**src/rtl/wakeup_sync_pkg.sv**
```systemverilog
// Shared types and constants for the wake-up/sync
// transmit sequencer.
package wakeup_sync_pkg;

  typedef enum logic [1:0] {
    IDLE,
    ARMED,
    TX
  } state_t;

  localparam logic [7:0] SCR_TAPS_DEF = 8'hD9;
  localparam int unsigned PAT_PERIOD = 8;
  localparam int unsigned PAT_ONES = 4;

endpackage

```
**src/rtl/sync_edge_det.sv**
```systemverilog
// Two-flop synchroniser plus history flop;
// flags a rising edge of the async input.
module sync_edge_det (
  input  logic clk_i,
  input  logic rst_ni,
  input  logic async_i,
  output logic rise_o
);

  logic [2:0] sh_q;

  always_ff @(posedge clk_i) begin
    if (!rst_ni) begin
      sh_q <= '0;
    end else begin
      sh_q <= {sh_q[1:0], async_i};
    end
  end

  assign rise_o = (sh_q[2:1] == 2'b01);

endmodule

```
**src/rtl/wakeup_sync_tx.sv**
```systemverilog
// Wake-up validation, packet start and scrambled
// bit-stream generation for the transmit modulator.
module wakeup_sync_tx
  import wakeup_sync_pkg::*;
#(
  parameter int unsigned CLK_DIV      = 100,
  parameter int unsigned CNT_W        = 32,
  parameter int unsigned PREAMBLE_LEN = 432,
  parameter int unsigned TAIL_LEN     = 32,
  parameter logic [7:0]  SCR_TAPS     = SCR_TAPS_DEF
) (
  input  logic             clki,
  input  logic             rst_n,
  input  logic             wake_up,
  input  logic             comp_out,
  input  logic             use_stage2,
  input  logic             pat_sel,
  input  logic [CNT_W-1:0] pkt_duration,
  input  logic [CNT_W-1:0] fixed_delay,
  input  logic [CNT_W-1:0] timeout,
  input  logic             data_bit,
  output logic             wu_valid,
  output logic             busy,
  output logic             bit_strobe,
  output logic [CNT_W-1:0] bit_idx,
  output logic             tx_bit,
  output logic             data_req,
  output logic             done,
  output logic             timeout_err
);

  localparam int unsigned DIV_W = $clog2(CLK_DIV);
  localparam int unsigned XW = CNT_W + 1;
  localparam logic [DIV_W-1:0] DIV_LAST = DIV_W'(CLK_DIV - 1);
  localparam logic [DIV_W-1:0] DIV_ONE = DIV_W'(1);
  localparam logic [XW-1:0] PRE_X = XW'(PREAMBLE_LEN);
  localparam logic [XW-1:0] TAIL_X = XW'(TAIL_LEN);
  localparam logic [CNT_W-1:0] PRE_C = CNT_W'(PREAMBLE_LEN);
  localparam logic [CNT_W-1:0] PER_C = CNT_W'(PAT_PERIOD);
  localparam logic [CNT_W-1:0] ONES_C = CNT_W'(PAT_ONES);
  localparam logic [CNT_W-1:0] ONE_C = CNT_W'(1);

  state_t state_q, state_d;
  logic [CNT_W-1:0] tmr_q, tmr_d;
  logic [CNT_W-1:0] idx_q, idx_d;
  logic [CNT_W-1:0] dur_q, dur_d;
  logic [DIV_W-1:0] div_q, div_d;
  logic [7:0] s_q, s_d;
  logic pat_q, pat_d;
  logic txb_q, txb_d;
  logic done_q, done_d;
  logic terr_q, terr_d;

  logic wu_rise;
  logic cmp_rise;

  sync_edge_det u_wu_sync (
    .clk_i   (clki),
    .rst_ni  (rst_n),
    .async_i (wake_up),
    .rise_o  (wu_rise)
  );

  sync_edge_det u_cmp_sync (
    .clk_i   (clki),
    .rst_ni  (rst_n),
    .async_i (comp_out),
    .rise_o  (cmp_rise)
  );

  logic [XW-1:0] idx_x;
  logic [CNT_W-1:0] pay_off;
  logic [CNT_W-1:0] tmr_inc;
  logic in_pre;
  logic in_pay;
  logic int_d;
  logic fb;
  logic pay_bit;
  logic new_bit;
  logic strobe;
  logic last_cyc;
  logic pkt_end;
  logic tmo_hit;
  logic start;

  // Widened compare keeps short packets from
  // underflowing the payload end bound.
  assign idx_x    = {1'b0, idx_q};
  assign in_pre   = idx_x < PRE_X;
  assign in_pay   = !in_pre &&
                    (idx_x + TAIL_X < {1'b0, dur_q});
  assign pay_off  = idx_q - PRE_C;
  assign int_d    = (pay_off % PER_C) < ONES_C;
  assign fb       = ^(s_q & SCR_TAPS);
  assign pay_bit  = (pat_q ? data_bit : int_d) ^ fb;
  assign new_bit  = in_pay & pay_bit;
  assign strobe   = (state_q == TX) &&
                    (div_q == '0) &&
                    (idx_q < dur_q);
  assign last_cyc = div_q == DIV_LAST;
  assign pkt_end  = (dur_q == '0) ||
                    (last_cyc && (idx_q == dur_q - ONE_C));
  assign tmr_inc  = (tmr_q == '1) ? tmr_q : tmr_q + ONE_C;
  assign tmo_hit  = (timeout != '1) && (tmr_q == timeout);
  assign start    = use_stage2 ? cmp_rise
                               : (tmr_q == fixed_delay);

  always_comb begin
    state_d = state_q;
    tmr_d   = tmr_q;
    idx_d   = idx_q;
    dur_d   = dur_q;
    div_d   = div_q;
    s_d     = s_q;
    pat_d   = pat_q;
    txb_d   = txb_q;
    done_d  = 1'b0;
    terr_d  = 1'b0;
    unique case (state_q)
      IDLE: begin
        if (wu_rise) begin
          state_d = ARMED;
          tmr_d   = '0;
        end
      end
      ARMED: begin
        tmr_d = tmr_inc;
        if (start) begin
          state_d = TX;
          dur_d   = pkt_duration;
          pat_d   = pat_sel;
          s_d     = '0;
          idx_d   = '0;
          div_d   = '0;
        end else if (tmo_hit) begin
          state_d = IDLE;
          terr_d  = 1'b1;
        end else if (wu_rise) begin
          tmr_d = '0;
        end
      end
      TX: begin
        if (strobe) begin
          txb_d = new_bit;
          if (in_pre) begin
            s_d = '0;
          end else if (in_pay) begin
            s_d = {s_q[6:0], pay_bit};
          end
        end
        if (pkt_end) begin
          state_d = IDLE;
          done_d  = 1'b1;
          txb_d   = 1'b0;
          idx_d   = '0;
          div_d   = '0;
        end else if (last_cyc) begin
          div_d = '0;
          idx_d = idx_q + ONE_C;
        end else begin
          div_d = div_q + DIV_ONE;
        end
      end
      default: begin
        state_d = IDLE;
      end
    endcase
  end

  always_ff @(posedge clki) begin
    if (!rst_n) begin
      state_q <= IDLE;
      tmr_q   <= '0;
      idx_q   <= '0;
      dur_q   <= '0;
      div_q   <= '0;
      s_q     <= '0;
      pat_q   <= 1'b0;
      txb_q   <= 1'b0;
      done_q  <= 1'b0;
      terr_q  <= 1'b0;
    end else begin
      state_q <= state_d;
      tmr_q   <= tmr_d;
      idx_q   <= idx_d;
      dur_q   <= dur_d;
      div_q   <= div_d;
      s_q     <= s_d;
      pat_q   <= pat_d;
      txb_q   <= txb_d;
      done_q  <= done_d;
      terr_q  <= terr_d;
    end
  end

  // The new bit is visible in its own strobe cycle.
  assign tx_bit      = strobe ? new_bit : txb_q;
  assign wu_valid    = (state_q == ARMED);
  assign busy        = (state_q == TX);
  assign bit_strobe  = strobe;
  assign bit_idx     = idx_q;
  assign data_req    = strobe && in_pay && pat_q;
  assign done        = done_q;
  assign timeout_err = terr_q;

endmodule

```
**config.mk**
```make
export PLATFORM = sky130hd
export DESIGN_NAME = wakeup_sync_tx
export DESIGN_NICKNAME = d
export VERILOG_FILES = /design/src/rtl/wakeup_sync_pkg.sv /design/src/rtl/sync_edge_det.sv /design/src/rtl/wakeup_sync_tx.sv
export SDC_FILE = /design/constraint.sdc
export NUM_CORES = 1
export LEC_CHECK = 0
export BUFFER_PORTS_ARGS = -buffer_cell sky130_fd_sc_hd__buf_2
export CAP_MARGIN = 0
export CORE_MARGIN = 5
export CORE_UTILIZATION = 49
export CTS_CLUSTER_DIAMETER = 40
export DETAILED_ROUTE_END_ITERATION = 12
export PLACE_DENSITY = 0.75
export SLEW_MARGIN = 10
export SYNTH_ARGS = -nofsm -noshare
export SYNTH_HDL_FRONTEND = slang
export SYNTH_SLANG_ARGS = --single-unit
export TNS_END_PERCENT = 100
```
**constraint.sdc**
```tcl
create_clock -name clki -period 4.6 [get_ports clki]
set_input_delay 0.23 -clock clki [delete_from_list [all_inputs] [get_ports clki]]
set_output_delay 0.23 -clock clki [all_outputs]
set_load 0.1 [all_outputs]
```
==> impl_metrics.toml <==
[run_status]
run_status = "completed"

[setup_path]
crit_type = "register to output port"
reg2reg_depth = 17
cp_data_required_time_ns = 4.37
worst-path-max-fanout = 11
worst_setup_path_start_kind = "register"
cp-end-kind = "output port"
cp_data_arrival_time_ns = 4.09

[sta]
tns_ns = 0
max_freq_mhz = 231.6
rsz0062_at_grt = "no"
slew_viol_final = 0
setup_violations = 0
finalCritPeriodShare = 0.9387
slew_headroom = 0.2322
worst_slew_pin_slew_ns = 1.148
timing.hold.ws_ns = 0.008386
min_period_ns = 4.318
hold_violations = 0
fin_skew_ns = 0.01233

[logic_synthesis]
synth_ff_type = "dfxtp_1"
syn-instance-count = 1237
ys_async_sr_fraction = 0
yosys.area_share.adder = 0.08954
ys_seq_area_frac = 0.2554
synth_simple_gate_area_frac = 0.2822
syn_area_um2 = 9642
ys_warn_count = 0
synth_fp_nets = 1409
synthMuxAreaShare = 0.04062
synth_top_family_by_area = "simple AND/OR/NAND/NOR gates"
synth_seq_cells = 123
ys_types = 69
syn_avg_cell_area_um2 = 7.794
synth-edff-count = 0
synthXorXnorAreaFrac = 0.1481
synth_compound_area_frac = 0.1303

[detailed_routing]
totalWireLength_um = 29980
firstDrtPassIters = 6
num_vias = 9614
antenna_left = 0
drtIter0Drc = 875
drc = 0
wl_per_cell_um = 18.60
routed_via_density = 5.964

[die]
core-area_um2 = 19400
start_util = 0.4970
io_pins = 142
dieWidth_um = 150.3
dieArea_um2 = 22580
core.rowCount = 51
die_y_um = 150.3

[pwr]
peakVddDrop_mv = 0.2585
cellPowerDensity_nw_per_um2 = 278.6
leakage_nw = 4.724

[cells_and_area]
multi_input_area_um2 = 6733
diodes = 0
final_common_cell = "buf_2"
fill_cells = 1833
nets = 1506
final_cell_mix = "buf_2 (139), xnor2_1 (119), nor2_1 (119)"
area_delta_synth_final_pct = 16.05
layout-drive-gt1-share = 0.1856
seq_area_um2 = 2481

[global_route]
grt_max_degree = 46
antenna_found_initial = 0
grt_use_total = 0.2671
grt_pass1_wl_um = 47930
grt_overflow = 0
grt_pass1_vias = 9238

[clock_tree]
clock-sinks = 123
htreeDepth = 4
cts_max_path_buffers = 2
clk_latency_ns = 0.44
path_clk_slew_ns = 0.06
clk_root_buffer_cell = "clkbuf_16"
cts_tree = "yes"
numCtsBuffers = 17

[placement]
globalplace.congestion = 0.9397
dp_hpwl_um = 22410
port_buffers = 141

[flow_run]
max_cap_viol_count = 0

[worst_hold_path]
hp-class = "input pin to register"
hold_depth = 2
cells by family (layout without fill, tap and decap cells):
logic type	count (synthesis)	in the layout
xor+xnor	163	163
buf+inv	129	239
compound gates	195	195
simple gates	519	519
fa+ha+maj	69	69
flops	123	123
mux	39	39
cells in the mapped netlist, types with 40 or more instances:
cell      number  area [um^2]
dfxtp_1      123         2462
a21oi_1       63        315.3
nand3_1       58        290.3
ha_1          69        863.3
xor2_1        44        385.4
xnor2_1      119         1042
clkbuf_1      65        244.0
inv_1         49        183.9
o21ai_0       40        200.2
nand2_1       85        319.1
nand4_1       54        337.8
nor2_1       122        457.9
stage by stage:
step                      power, W  instance area [um^2]    util  worst slack [ns]  instances
after global routing      0.003229                 11190  0.5768           0.02214       1612
after CTS                 0.003118                 11140  0.5744          0.008992       1611
after detailed placement  0.001779                 10540  0.5433            0.3405       1578
final                     0.003117                 11190  0.5768            0.2821       1612
after floorplan           0.001575                  9677       -          0.002832       1237
after global placement    0.001768                 10540  0.5433            0.4258       1578
layout make-up:
type,count,share of cell area
Timing Repair Buffer,158,0.07850
Multi-Input combinational cell,985,0.6017
Clock inverter,10,0.01051
Inverter,49,0.01644
Sequential cell,123,0.2217
Tap cell,265,0.02963
Clock buffer,22,0.04148
worst paths after layout:
kind	slack [ns]	end	from
setup / recovery	0.28	tx_bit	bit_idx[16]$_SDFFE_PN0P_
hold / removal	0.008	u_cmp_sync.sh_q[0]$_SDFF_PN0_	comp_out
hold reg to reg	0.43	u_wu_sync.sh_q[1]$_SDFF_PN0_	u_wu_sync.sh_q[0]$_SDFF_PN0_
setup reg to reg	0.47	s_q[5]$_SDFFE_PN0P_	bit_idx[16]$_SDFFE_PN0P_
layer usage:
metal,up-vias,GRT usage,part of all wire
met5,-,0,0
met4,0,0.1208,0.046
met3,95,0.04907,0.071
met2,401,0.4429,0.47
met1,4542,0.3375,0.41
li1,4576,-,-
registers in the layout, summed over array words and instances, names as in the netlist, 2 cells and up:
signal           flops
state_q              2
u_cmp_sync.sh_q      3
div_q                7
tmr_q               32
bit_idx             32
u_wu_sync.sh_q       3
dur_q               32
s_q                  8
power by group:
group	total (W)	internal (W)	switching, W	leakage [nW]
Sequential	0.00111	0.00108	0.0000255	0.999
Clock	0.00135	0.000825	0.000526	0.272
Combinational	0.000660	0.000224	0.000436	3.45
Total	0.00312	0.00213	0.000987	4.72
critical path, stage by stage, from the launching register on:
cell	delay, ns
dfxtp_2	0.44
nand4_1	0.20
nor3_2	0.24
nand3_2	0.23
nor3_4	0.30
nand3_1	0.14
xnor2_1	0.17
ha_1	0.31
a21o_1	0.17
a21o_1	0.17
a221oi_1	0.25
nor2_1	0.08
a311oi_2	0.32
nand3_2	0.20
o21ai_4	0.24
buf_12	0.19
timing repair:
action,CTS,global route
pin swaps,0,3
endpoints found under the hold margin,1,0
buffers inserted,0,1
hold buffers,1,0
resized for setup,2,12
endpoints found under the setup margin,2,6
Power figures use the tool's default switching activity.
